`config.mk`:
```
export PLATFORM = sky130hd
export DESIGN_NAME = status_bar_engine
export DESIGN_NICKNAME = d
export VERILOG_FILES = /design/src/rtl/status_bar_engine.sv
export SDC_FILE = /design/constraint.sdc
export NUM_CORES = 1
export LEC_CHECK = 0
export CAP_MARGIN = 5
export CORE_MARGIN = 1
export CORE_UTILIZATION = 25
export DETAILED_ROUTE_END_ITERATION = 12
export HOLD_SLACK_MARGIN = 0.02
export SETUP_SLACK_MARGIN = 0.4
export SLEW_MARGIN = 10
export SYNTH_ARGS = -nofsm -noshare
export SYNTH_HDL_FRONTEND = slang
export SYNTH_SLANG_ARGS = --single-unit
```
`constraint.sdc`:
```
create_clock -name clk -period 5.2 [get_ports clk]
set_clock_uncertainty 0.1 [all_clocks]
set_input_delay 0.52 -clock clk [delete_from_list [all_inputs] [get_ports clk]]
set_output_delay 0.52 -clock clk [all_outputs]
set_load 0.02 [all_outputs]
```
`src/rtl/status_bar_engine.sv`:
```
// rtl/status_bar_engine.sv - status bar: BCD countdown timer, hearts, timer/level digits over a background band
// Purpose: owns an N-digit BCD countdown (load/add/pause/expiry), blink and heart-loss animation,
//          and renders one registered drawingRequest/RGB pair for the top-level priority mux.
// Ports:   clk, resetN (async, active-low)
//          startOfFrame, sec_tick                 - frame / second strobes
//          timer_load, load_value                 - load countdown (BCD)
//          add_valid, add_value                   - add BCD seconds (saturating)
//          pause                                  - level, freezes countdown
//          pixelX, pixelY                         - current pixel
//          num_of_hearts, level_num               - lives remaining, BCD level
//          timer, timer_running, out_of_time, warn - registered timer status
//          barDrawingRequest, barRGB              - registered pixel output (1 clk latency)
module status_bar_engine #(
    parameter int         TIMER_DIGITS = 2,
    parameter int         LEVEL_DIGITS = 2,
    parameter int         MAX_HEARTS   = 3,
    parameter int         BAR_HEIGHT   = 48,
    parameter int         WARN_SECONDS = 5,
    parameter int         BLINK_FRAMES = 15,
    parameter int         LOSS_FRAMES  = 60,
    parameter logic [7:0] BG_COLOR     = 8'h49,
    parameter logic [7:0] DIGIT_COLOR  = 8'hFF,
    localparam int        TW           = TIMER_DIGITS * 4,
    localparam int        HW           = $clog2(MAX_HEARTS + 1)
) (
    input  logic                    clk,
    input  logic                    resetN,
    input  logic                    startOfFrame,
    input  logic                    sec_tick,
    input  logic                    timer_load,
    input  logic [TW-1:0]           load_value,
    input  logic                    add_valid,
    input  logic [TW-1:0]           add_value,
    input  logic                    pause,
    input  logic [10:0]             pixelX,
    input  logic [10:0]             pixelY,
    input  logic [HW-1:0]           num_of_hearts,
    input  logic [LEVEL_DIGITS*4-1:0] level_num,
    output logic [TW-1:0]           timer,
    output logic                    timer_running,
    output logic                    out_of_time,
    output logic                    warn,
    output logic                    barDrawingRequest,
    output logic [7:0]              barRGB
);
    localparam logic [7:0] HEART_COLOR = 8'hE0;
    localparam int FCW = (BLINK_FRAMES > 1) ? $clog2(BLINK_FRAMES) : 1;
    localparam int LCW = $clog2(LOSS_FRAMES + 1);

    typedef enum logic [1:0] {IDLE, RUN, PAUSED, EXPIRED} state_t;
    state_t          state, state_n;
    logic [TW-1:0]   timer_n;
    logic            oot_n;

    function automatic logic [TW-1:0] bcd_dec(input logic [TW-1:0] v);
        logic [TW-1:0] r;
        logic          borrow;
        r = v;
        borrow = 1'b1;
        for (int k = 0; k < TIMER_DIGITS; k++) begin
            if (borrow) begin
                if (r[4*k +: 4] == 4'd0) begin
                    r[4*k +: 4] = 4'd9;
                end else begin
                    r[4*k +: 4] = r[4*k +: 4] - 4'd1;
                    borrow = 1'b0;
                end
            end
        end
        return r;
    endfunction

    function automatic logic [TW-1:0] bcd_add_sat(input logic [TW-1:0] a, input logic [TW-1:0] b);
        logic [TW-1:0] r;
        logic [4:0]    s;
        logic          c;
        r = '0;
        c = 1'b0;
        for (int k = 0; k < TIMER_DIGITS; k++) begin
            s = {1'b0, a[4*k +: 4]} + {1'b0, b[4*k +: 4]} + {4'd0, c};
            c = (s > 5'd9);
            if (c) s = s - 5'd10;
            r[4*k +: 4] = s[3:0];
        end
        if (c) r = {TIMER_DIGITS{4'h9}};
        return r;
    endfunction

    function automatic logic [13:0] bcd_to_bin(input logic [TW-1:0] v);
        logic [13:0] r;
        r = '0;
        for (int k = TIMER_DIGITS - 1; k >= 0; k--) r = r * 14'd10 + {10'd0, v[4*k +: 4]};
        return r;
    endfunction

    // Seven-segment glyph in a 16x32 cell; 4'hF renders the level marker "F", 10..14 are blank.
    function automatic logic glyph_pixel(input logic [3:0] g, input logic [3:0] lx, input logic [4:0] ly);
        logic [6:0] s;  // {a,b,c,d,e,f,g}
        case (g)
            4'd0: s = 7'b1111110;  4'd1: s = 7'b0110000;
            4'd2: s = 7'b1101101;  4'd3: s = 7'b1111001;
            4'd4: s = 7'b0110011;  4'd5: s = 7'b1011011;
            4'd6: s = 7'b1011111;  4'd7: s = 7'b1110000;
            4'd8: s = 7'b1111111;  4'd9: s = 7'b1111011;
            4'hF: s = 7'b1000111;  default: s = 7'b0000000;
        endcase
        return (s[6] && ly <= 5'd5) ||
               (s[5] && lx >= 4'd10 && ly <= 5'd15) ||
               (s[4] && lx >= 4'd10 && ly >= 5'd16) ||
               (s[3] && ly >= 5'd26) ||
               (s[2] && lx <= 4'd5 && ly >= 5'd16) ||
               (s[1] && lx <= 4'd5 && ly <= 5'd15) ||
               (s[0] && ly >= 5'd13 && ly <= 5'd18);
    endfunction

    // Timer FSM: load beats add, add beats tick.
    always_ff @(posedge clk or negedge resetN) begin
        if (!resetN) state <= IDLE;
        else         state <= state_n;
    end

    always_comb begin
        state_n = state;
        timer_n = timer;
        oot_n   = out_of_time;
        if (timer_load) begin
            timer_n = load_value;
            oot_n   = 1'b0;
            if (load_value == '0) state_n = EXPIRED;
            else if (pause)       state_n = PAUSED;
            else                  state_n = RUN;
        end else begin
            if (state == RUN || state == PAUSED) state_n = pause ? PAUSED : RUN;
            if (add_valid && (state == RUN || state == PAUSED)) begin
                timer_n = bcd_add_sat(timer, add_value);
            end else if (sec_tick && state == RUN) begin
                timer_n = bcd_dec(timer);
                if (timer == TW'(1)) begin
                    state_n = EXPIRED;
                    oot_n   = 1'b1;
                end
            end
        end
    end

    always_ff @(posedge clk or negedge resetN) begin
        if (!resetN) begin
            timer         <= '0;
            out_of_time   <= 1'b0;
            timer_running <= 1'b0;
            warn          <= 1'b0;
        end else begin
            timer         <= timer_n;
            out_of_time   <= oot_n;
            timer_running <= (state_n == RUN);
            warn          <= (state_n == RUN || state_n == PAUSED) && (bcd_to_bin(timer_n) <= 14'(WARN_SECONDS));
        end
    end

    // Blink phase: toggles every BLINK_FRAMES frames, starts visible.
    logic [FCW-1:0] frame_cnt;
    logic           blink_phase;

    always_ff @(posedge clk or negedge resetN) begin
        if (!resetN) begin
            frame_cnt   <= '0;
            blink_phase <= 1'b1;
        end else if (startOfFrame) begin
            if (frame_cnt == FCW'(BLINK_FRAMES - 1)) begin
                frame_cnt   <= '0;
                blink_phase <= ~blink_phase;
            end else begin
                frame_cnt <= frame_cnt + 1'b1;
            end
        end
    end

    // Hearts and loss animation. loss_mask_n feeds the pixel path so a lost heart never drops out for a cycle.
    logic [HW-1:0]         hearts, prev_hearts;
    logic [MAX_HEARTS-1:0] active, prev_active, loss_mask, loss_mask_n;
    logic [LCW-1:0]        loss_cnt, loss_cnt_n;

    assign hearts = (int'(num_of_hearts) > MAX_HEARTS) ? HW'(MAX_HEARTS) : num_of_hearts;

    always_comb begin
        active      = '0;
        prev_active = '0;
        for (int i = 0; i < MAX_HEARTS; i++) begin
            active[i]      = (HW'(i) < hearts);
            prev_active[i] = (HW'(i) < prev_hearts);
        end
        loss_mask_n = loss_mask & ~active;
        loss_cnt_n  = loss_cnt;
        if (hearts < prev_hearts) begin
            loss_mask_n = (loss_mask | prev_active) & ~active;
            loss_cnt_n  = LCW'(LOSS_FRAMES);
        end else if (startOfFrame && loss_mask_n != '0) begin
            if (loss_cnt <= LCW'(1)) begin
                loss_mask_n = '0;
                loss_cnt_n  = '0;
            end else begin
                loss_cnt_n = loss_cnt - 1'b1;
            end
        end
    end

    always_ff @(posedge clk or negedge resetN) begin
        if (!resetN) begin
            prev_hearts <= '0;
            loss_mask   <= '0;
            loss_cnt    <= '0;
        end else begin
            prev_hearts <= hearts;
            loss_mask   <= loss_mask_n;
            loss_cnt    <= loss_cnt_n;
        end
    end

    // Pixel path
    logic       in_band, in_row, heart_hit, digit_hit, timer_visible;
    logic [4:0] dy;

    always_comb begin
        in_band       = (pixelX < 11'd640) && (pixelY < 11'(BAR_HEIGHT));
        in_row        = (pixelY >= 11'd8) && (pixelY < 11'd40);
        dy            = 5'(pixelY - 11'd8);
        timer_visible = !(warn && !blink_phase);
        heart_hit     = 1'b0;
        digit_hit     = 1'b0;
        for (int i = 0; i < MAX_HEARTS; i++) begin
            if (in_row && pixelX >= 11'(16 + 48*i) && pixelX < 11'(48 + 48*i) &&
                (active[i] || (loss_mask_n[i] && blink_phase)))
                heart_hit = 1'b1;
        end
        for (int k = 0; k < TIMER_DIGITS; k++) begin
            if (in_row && timer_visible && pixelX >= 11'(320 - 24*k) && pixelX < 11'(336 - 24*k) &&
                glyph_pixel(timer[4*k +: 4], 4'(pixelX - 11'(320 - 24*k)), dy))
                digit_hit = 1'b1;
        end
        for (int k = 0; k < LEVEL_DIGITS; k++) begin
            if (in_row && pixelX >= 11'(608 - 24*k) && pixelX < 11'(624 - 24*k) &&
                glyph_pixel(level_num[4*k +: 4], 4'(pixelX - 11'(608 - 24*k)), dy))
                digit_hit = 1'b1;
        end
        if (in_row && pixelX >= 11'(608 - 24*LEVEL_DIGITS) && pixelX < 11'(624 - 24*LEVEL_DIGITS) &&
            glyph_pixel(4'hF, 4'(pixelX - 11'(608 - 24*LEVEL_DIGITS)), dy))
            digit_hit = 1'b1;
    end

    always_ff @(posedge clk or negedge resetN) begin
        if (!resetN) begin
            barDrawingRequest <= 1'b0;
            barRGB            <= 8'h00;
        end else begin
            barDrawingRequest <= in_band;
            if (!in_band)       barRGB <= 8'h00;
            else if (heart_hit) barRGB <= HEART_COLOR;
            else if (digit_hit) barRGB <= DIGIT_COLOR;
            else                barRGB <= BG_COLOR;
        end
    end
endmodule

```
==> impl_metrics.json, run 1 <==
{
  "status": "finished, final reports clean",
  "vias": 4001,
  "fin_nets": 680,
  "start_kind": "flip-flop",
  "antenna_found_initial": 0,
  "synth_cell_types": 61,
  "synth.avg_cell_area_sq_um": 7.89,
  "num_rows": 44,
  "yosys_warnings": 0,
  "synth_seq_area_share_pct": 21.5,
  "path_delay_family": "adder cells",
  "die-area_sq_um": 15900,
  "grt_pass1_wl_mm": 17.8,
  "critical_path_class": "reg -> reg",
  "grt_pass1_vias": 3849,
  "ant_nets": 0,
  "async_flop_share_pct": 100,
  "diodes": 0,
  "cp_num_buf_inv": 2,
  "fin_ws_ns": 0.415,
  "setup_viol": 0,
  "clock_sinks": 33,
  "syn_nets": 598,
  "preCtsSetupSlack_ns": -0.281,
  "slew_headroom_pct": 43.8,
  "h-tree-depth": 2,
  "cp_cell_sequence": "ha_4 -> inv_2 -> fa_2 -> xor2_2 -> nand2_2 -> a21oi_4 -> fa_2 -> inv_2 -> fa_2 -> nand2b_4 -> mux2i_2 -> nand2_1 -> o41ai_4 -> a221oi_2 -> a21o_1 -> ha_2 -> fa_2 -> nand3b_1 -> o21ai_1 -> a21oi_1 -> a2111oi_2 -> nand4_1 -> mux2i_1",
  "period_share_pct": 92.0,
  "via_per_inst": 5.31,
  "syn_area_sq_um": 3840,
  "dp_hpwl_mm": 8.43,
  "routed_wirelength_mm": 10.8,
  "place_congestion": 0.791,
  "route.detailed.drc": 0,
  "utilization_pct": 35.0,
  "crit_required_ns": 5.31,
  "synth_seq_cells": 33,
  "crit_slowest_cell": "fa_2",
  "path_common_cell": "fa_2",
  "die_y_um": 126,
  "period_needed_ns": 4.78,
  "netlist_instances": 487,
  "cts_max_path_buffers": 2,
  "finalHoldViolations": 0,
  "drtPass1Iterations": 4,
  "io_pins": 75,
  "drt_iter0_drc": 207,
  "power_density_nw_per_um2": 298,
  "cts_tree": "yes",
  "min_path_type": "reg -> reg",
  "clk_latency_ns": 0.29,
  "drv_slew": 0,
  "crit_path_end_kind": "flip-flop",
  "drive_above_1_share_pct": 12.3,
  "cts_buffers": 5,
  "syn_to_final_growth_pct": 34.5,
  "synth_area_leaders": "dfrtp_1 (21%), ha_1 (17%), o21ai_0 (4.4%), nand2_1 (4.4%), nor2_1 (4.1%)",
  "synth_largest_area_cell": "dfrtp_1",
  "netlist.area_leader.share_pct": 20.8,
  "crit_path_max_incr_delay_ns": 0.42,
  "groute.usage.overall_pct": 13.7,
  "fmax_mhz": 209,
  "critPathMaxFanout": 4,
  "ir_drop_mv": 0.144,
  "critical_path_arrival_ns": 4.90,
  "path_clk_slew_ns": 0.06,
  "cts_root_buf": "clkbuf_16",
  "wl_per_cell_um": 14.4,
  "start_util_pct": 26.0,
  "tightest_slew_ns": 0.822,
  "rsz0062_at_grt": "yes",
  "overflow": 0,
  "grt_max_degree": 34,
  "leakage_nw": 2.14,
  "io_buffers": 73,
  "cap_violations": 0,
  "die_w_um": 126,
  "coreArea_sq_um": 14800,
  "synth_flop_cell": "dfrtp_1",
  "synth_edf_count": 0
}
==> worst paths after layout <==
kind	cells after the start	slack, ns	start	to
min in group asynchronous	2	0.55	resetN	prev_hearts[0]
setup reg to reg	23	0.42	timer[0]	warn
max in group asynchronous	2	4.09	resetN	timer[0]
hold reg to reg	2	0.40	out_of_time	out_of_time
setup / recovery	23	0.42	timer[0]	warn
hold / removal	2	0.40	out_of_time	out_of_time
==> synthesized netlist by cell type, types with 7 or more instances <==
library cell and n:
a21oi_1 30, nor2_1 42, a221oi_1 7, mux2i_1 10, nor2b_1 11, inv_1 37, dfrtp_1 32, ha_1 52
clkbuf_1 14, o21ai_0 34, nand2_1 45, nand2b_1 14, nor3_1 20, nand3_1 8
==> registers in the layout, summed over array words and instances (netlist names) <==
| register | count |
|---|---|
| blink_phase | 1 |
| warn | 1 |
| barRGB | 4 |
| timer | 8 |
| prev_hearts | 2 |
| out_of_time | 1 |
| frame_cnt | 4 |
| timer_running | 1 |
| loss_mask | 3 |
| loss_cnt | 6 |
| state | 2 |
==> kinds of logic after synthesis <==
kind of cell | synth area share, %
simple gates | 22.1
xor+xnor | 2.51
flops | 21.5
mux | 3.78
fa+ha+maj | 19.0
buf+inv | 6.35
compound gates | 24.7
==> per-stage QoR <==
stage	setup TNS [ns]	hold slack (ns)	area [sq um]	instances	power, mW
2_1_floorplan	0	0.124	3920	487	0.888
3_3_place_gp	-0.175	0.394	4910	741	1.15
3_5_place_dp	-0.281	0.392	4910	741	1.18
4_1_cts	0	0.404	5160	753	1.54
5_1_grt	0	0.442	5170	754	1.66
6_report	0	0.403	5170	754	1.54
==> placed cells by master, fill, tap and decap left out, types with 20 or more instances in the layout <==
cell type        synthesis  routed
clkdlybuf4s50_1          0      70
ha_1                    52      47
nand2_1                 45      44
nor2_1                  42      42
inv_1                   37      35
dfrtp_1                 32      30
o21ai_0                 34      29
a21oi_1                 30      27
buf_4                    5      23
nor3_1                  20      20
==> cell type report <==
| class | count | area [sq um] |
|---|---|---|
| Clock buffer | 5 | 125 |
| Clock inverter | 3 | 17.5 |
| Fill cell | 1475 | 9580 |
| Inverter | 37 | 139 |
| Multi-Input combinational cell | 396 | 2930 |
| Sequential cell | 33 | 830 |
| Tap cell | 184 | 230 |
| Timing Repair Buffer | 96 | 896 |
==> report_power, final <==
part	internal, mW	switching, mW
Sequential	0.304	0.0679
Clock	0.175	0.117
Combinational	0.420	0.457
==> tightest hold or removal path: stages, from the launching register on <==
cell and delay (ns):
dfrtp_1 0.35, nor2_1 0.05, nor2_1 0.07
==> layer usage <==
metal / vias to the layer above / track usage, % / routed length, um
li1: 1935 / - / -
met1: 1920 / 17.7 / 5150
met3: 16 / 3.31 / 631
met5: - / 0 / 0
met4: 0 / 3.69 / 153
met2: 130 / 22.8 / 4890
==> timing repair <==
action,4_1_cts,5_1_grt
endpoints found under the hold margin,0,0
gates cloned,0,0
hold buffers,0,0
setup buffers,4,1
pin swaps,18,2
gates resized for setup,24,2
endpoints found under the setup margin,1,1
Power figures use the tool's default switching activity.
==> run 2: changes to the inputs <==
- CORE_ASPECT_RATIO: default -> 0.9
==> impl_metrics.json, run 2 (synthesis results as in run 1) <==
{
  "status": "finished, final reports clean",
  "combPwrFrac_pct": 55.9,
  "routed_wirelength_mm": 11.1,
  "reg2reg_from": "timer[0]",
  "cp_num_buf_inv": 2,
  "p_seq_share_pct": 22.7,
  "start_util_pct": 25.8,
  "power_density_nw_per_um2": 310,
  "path_common_cell": "ha_4",
  "fin_nets": 685,
  "place_congestion": 0.848,
  "start_kind": "flip-flop",
  "slew_headroom_pct": 46.8,
  "fillers": 1498,
  "ant_nets": 0,
  "drtPass1Iterations": 4,
  "min_to": "out_of_time",
  "num_rows": 42,
  "design_area_sq_um": 5320,
  "grt_max_degree": 34,
  "die_w_um": 133,
  "cp_cell_sequence": "ha_4 -> buf_6 -> a21o_1 -> a21oi_2 -> xnor2_2 -> a21oi_4 -> fa_2 -> inv_2 -> fa_2 -> a211oi_2 -> a31oi_2 -> o41ai_4 -> a221oi_2 -> a21o_1 -> ha_4 -> ha_4 -> nor2b_4 -> nand3b_1 -> o21ai_2 -> a21oi_2 -> a2111oi_4 -> nand4_1 -> mux2i_1",
  "period_share_pct": 93.4,
  "io_buffers": 73,
  "layout_common_cells": "clkdlybuf4s50_1 (70), nand2_1 (44), ha_1 (44), nor2_1 (41), inv_1 (34)",
  "ir_drop_mv": 0.207,
  "cts_max_path_buffers": 2,
  "tightest_slew_ns": 0.796,
  "finalHoldViolations": 0,
  "clock_sinks": 33,
  "path_delay_family": "compound AO/OA/AOI/OAI gates",
  "r2r_end": "warn",
  "layout_commonest_cell": "clkdlybuf4s50_1",
  "crit_required_ns": 5.30,
  "largestRegisters": "timer: 8 flops, loss_cnt: 6 flops",
  "rsz0062_at_grt": "yes",
  "drt_iter0_drc": 175,
  "die-area_sq_um": 15900,
  "io_pins": 75,
  "cts_tree": "yes",
  "setup_viol": 0,
  "internal-power_uw": 988,
  "drv_slew": 0,
  "die_y_um": 120,
  "whs_ns": 0.418,
  "grt_pass1_wl_mm": 17.7,
  "hold_start": "out_of_time",
  "critPathMaxFanout": 4,
  "route.detailed.drc": 0,
  "period_needed_ns": 4.86,
  "groute.usage.overall_pct": 13.6,
  "via_per_inst": 5.08,
  "h-tree-depth": 2,
  "reg2reg_depth": 23,
  "largest_register": "timer",
  "cts_root_buf": "clkbuf_16",
  "coreArea_sq_um": 14900,
  "total_power_mw": 1.65,
  "grt_pass1_vias": 3724,
  "largest_register_ffs": 8,
  "cts_buffers": 5,
  "clk_latency_ns": 0.28,
  "wl_per_cell_um": 14.3,
  "cap_violations": 0,
  "utilization_pct": 35.8,
  "crit_path_max_incr_delay_ns": 0.44,
  "critical_path_arrival_ns": 4.96,
  "path_clk_slew_ns": 0.06,
  "post_dp_cell_area_sq_um": 4940,
  "dp_hpwl_mm": 8.42,
  "syn_to_final_growth_pct": 38.5,
  "critical_path_class": "reg -> reg",
  "ff2ff_setup_slack_ns": 0.34,
  "pwr-share-clk_pct": 21.4,
  "crit_slowest_cell": "o41ai_4",
  "whs_path_depth": 2,
  "overflow": 0,
  "min_path_type": "reg -> reg",
  "power_switching_uw": 663,
  "crit_path_end_kind": "flip-flop",
  "antenna_found_initial": 0,
  "fmax_mhz": 206,
  "p_sw_share_pct": 40.1,
  "leakage_nw": 2.18,
  "drive_above_1_share_pct": 14.3,
  "diodes": 0,
  "vias": 3925
}
==> run 2: tightest hold or removal path, cell delays in order, from the launching register on <==
cell	delay (ns)
dfrtp_1	0.35
nor2_1	0.05
nor2_1	0.08
==> run 2: per-stage QoR <==
step | std cells | setup TNS, ns | setup WS (ns)
4_1_cts | 768 | 0 | 0.340
6_report | 773 | 0 | 0.342
3_3_place_gp | 756 | -0.236 | -0.236
5_1_grt | 773 | 0 | 0.0606
3_5_place_dp | 756 | -0.354 | -0.354
2_1_floorplan | 487 | 0 | 0.405
==> run 2: worst max-delay path by stage <==
stage / end / start / depth (start not counted) / slack, ns
after floorplan: warn / add_value[0] / 22 / 0.41
after global placement: warn / add_value[0] / 23 / -0.24
after detailed placement: warn / add_value[0] / 23 / -0.35
after CTS: warn / timer[0] / 24 / 0.34
after global routing: warn / timer[0] / 23 / 0.06
final: warn / timer[0] / 23 / 0.34
==> run 2: layer usage <==
metal	GRT usage (%)	vias up	part of all wire (%)	routed length, um
met3	2.83	16	4.7	524
li1	-	1940	-	-
met1	18.4	1864	49	5400
met2	22.7	105	46	5040
met5	0	-	0	0
met4	2.16	0	0.73	81
==> run 2: cell type report <==
type | instances | area (sq um) | area share (%)
inverter | 37 | 139 | 2.61
clock inverter | 1 | 30.0 | 0.564
sequential | 33 | 830 | 15.6
tap | 198 | 248 | 4.66
timing repair buffer | 101 | 933 | 17.5
multi-input combinational | 396 | 3000 | 56.4
clock buffer | 7 | 143 | 2.68
==> run 2: repair_timing <==
item	4_1_cts	5_1_grt
gates resized for setup	24	12
hold buffers	0	0
pin swaps	17	19
endpoints found under the setup margin	1	1
buffers inserted	4	5
==> run 2: power groups by stage <==
stage | Combinational [mW] | Clock (mW) | Sequential (mW)
after CTS | 0.869 | 0.359 | 0.373
final | 0.923 | 0.353 | 0.375
after global routing | 1.03 | 0.371 | 0.384
after detailed placement | 0.793 | 0 | 0.379
after global placement | 0.772 | 0 | 0.374
after floorplan | 0.513 | 0 | 0.375
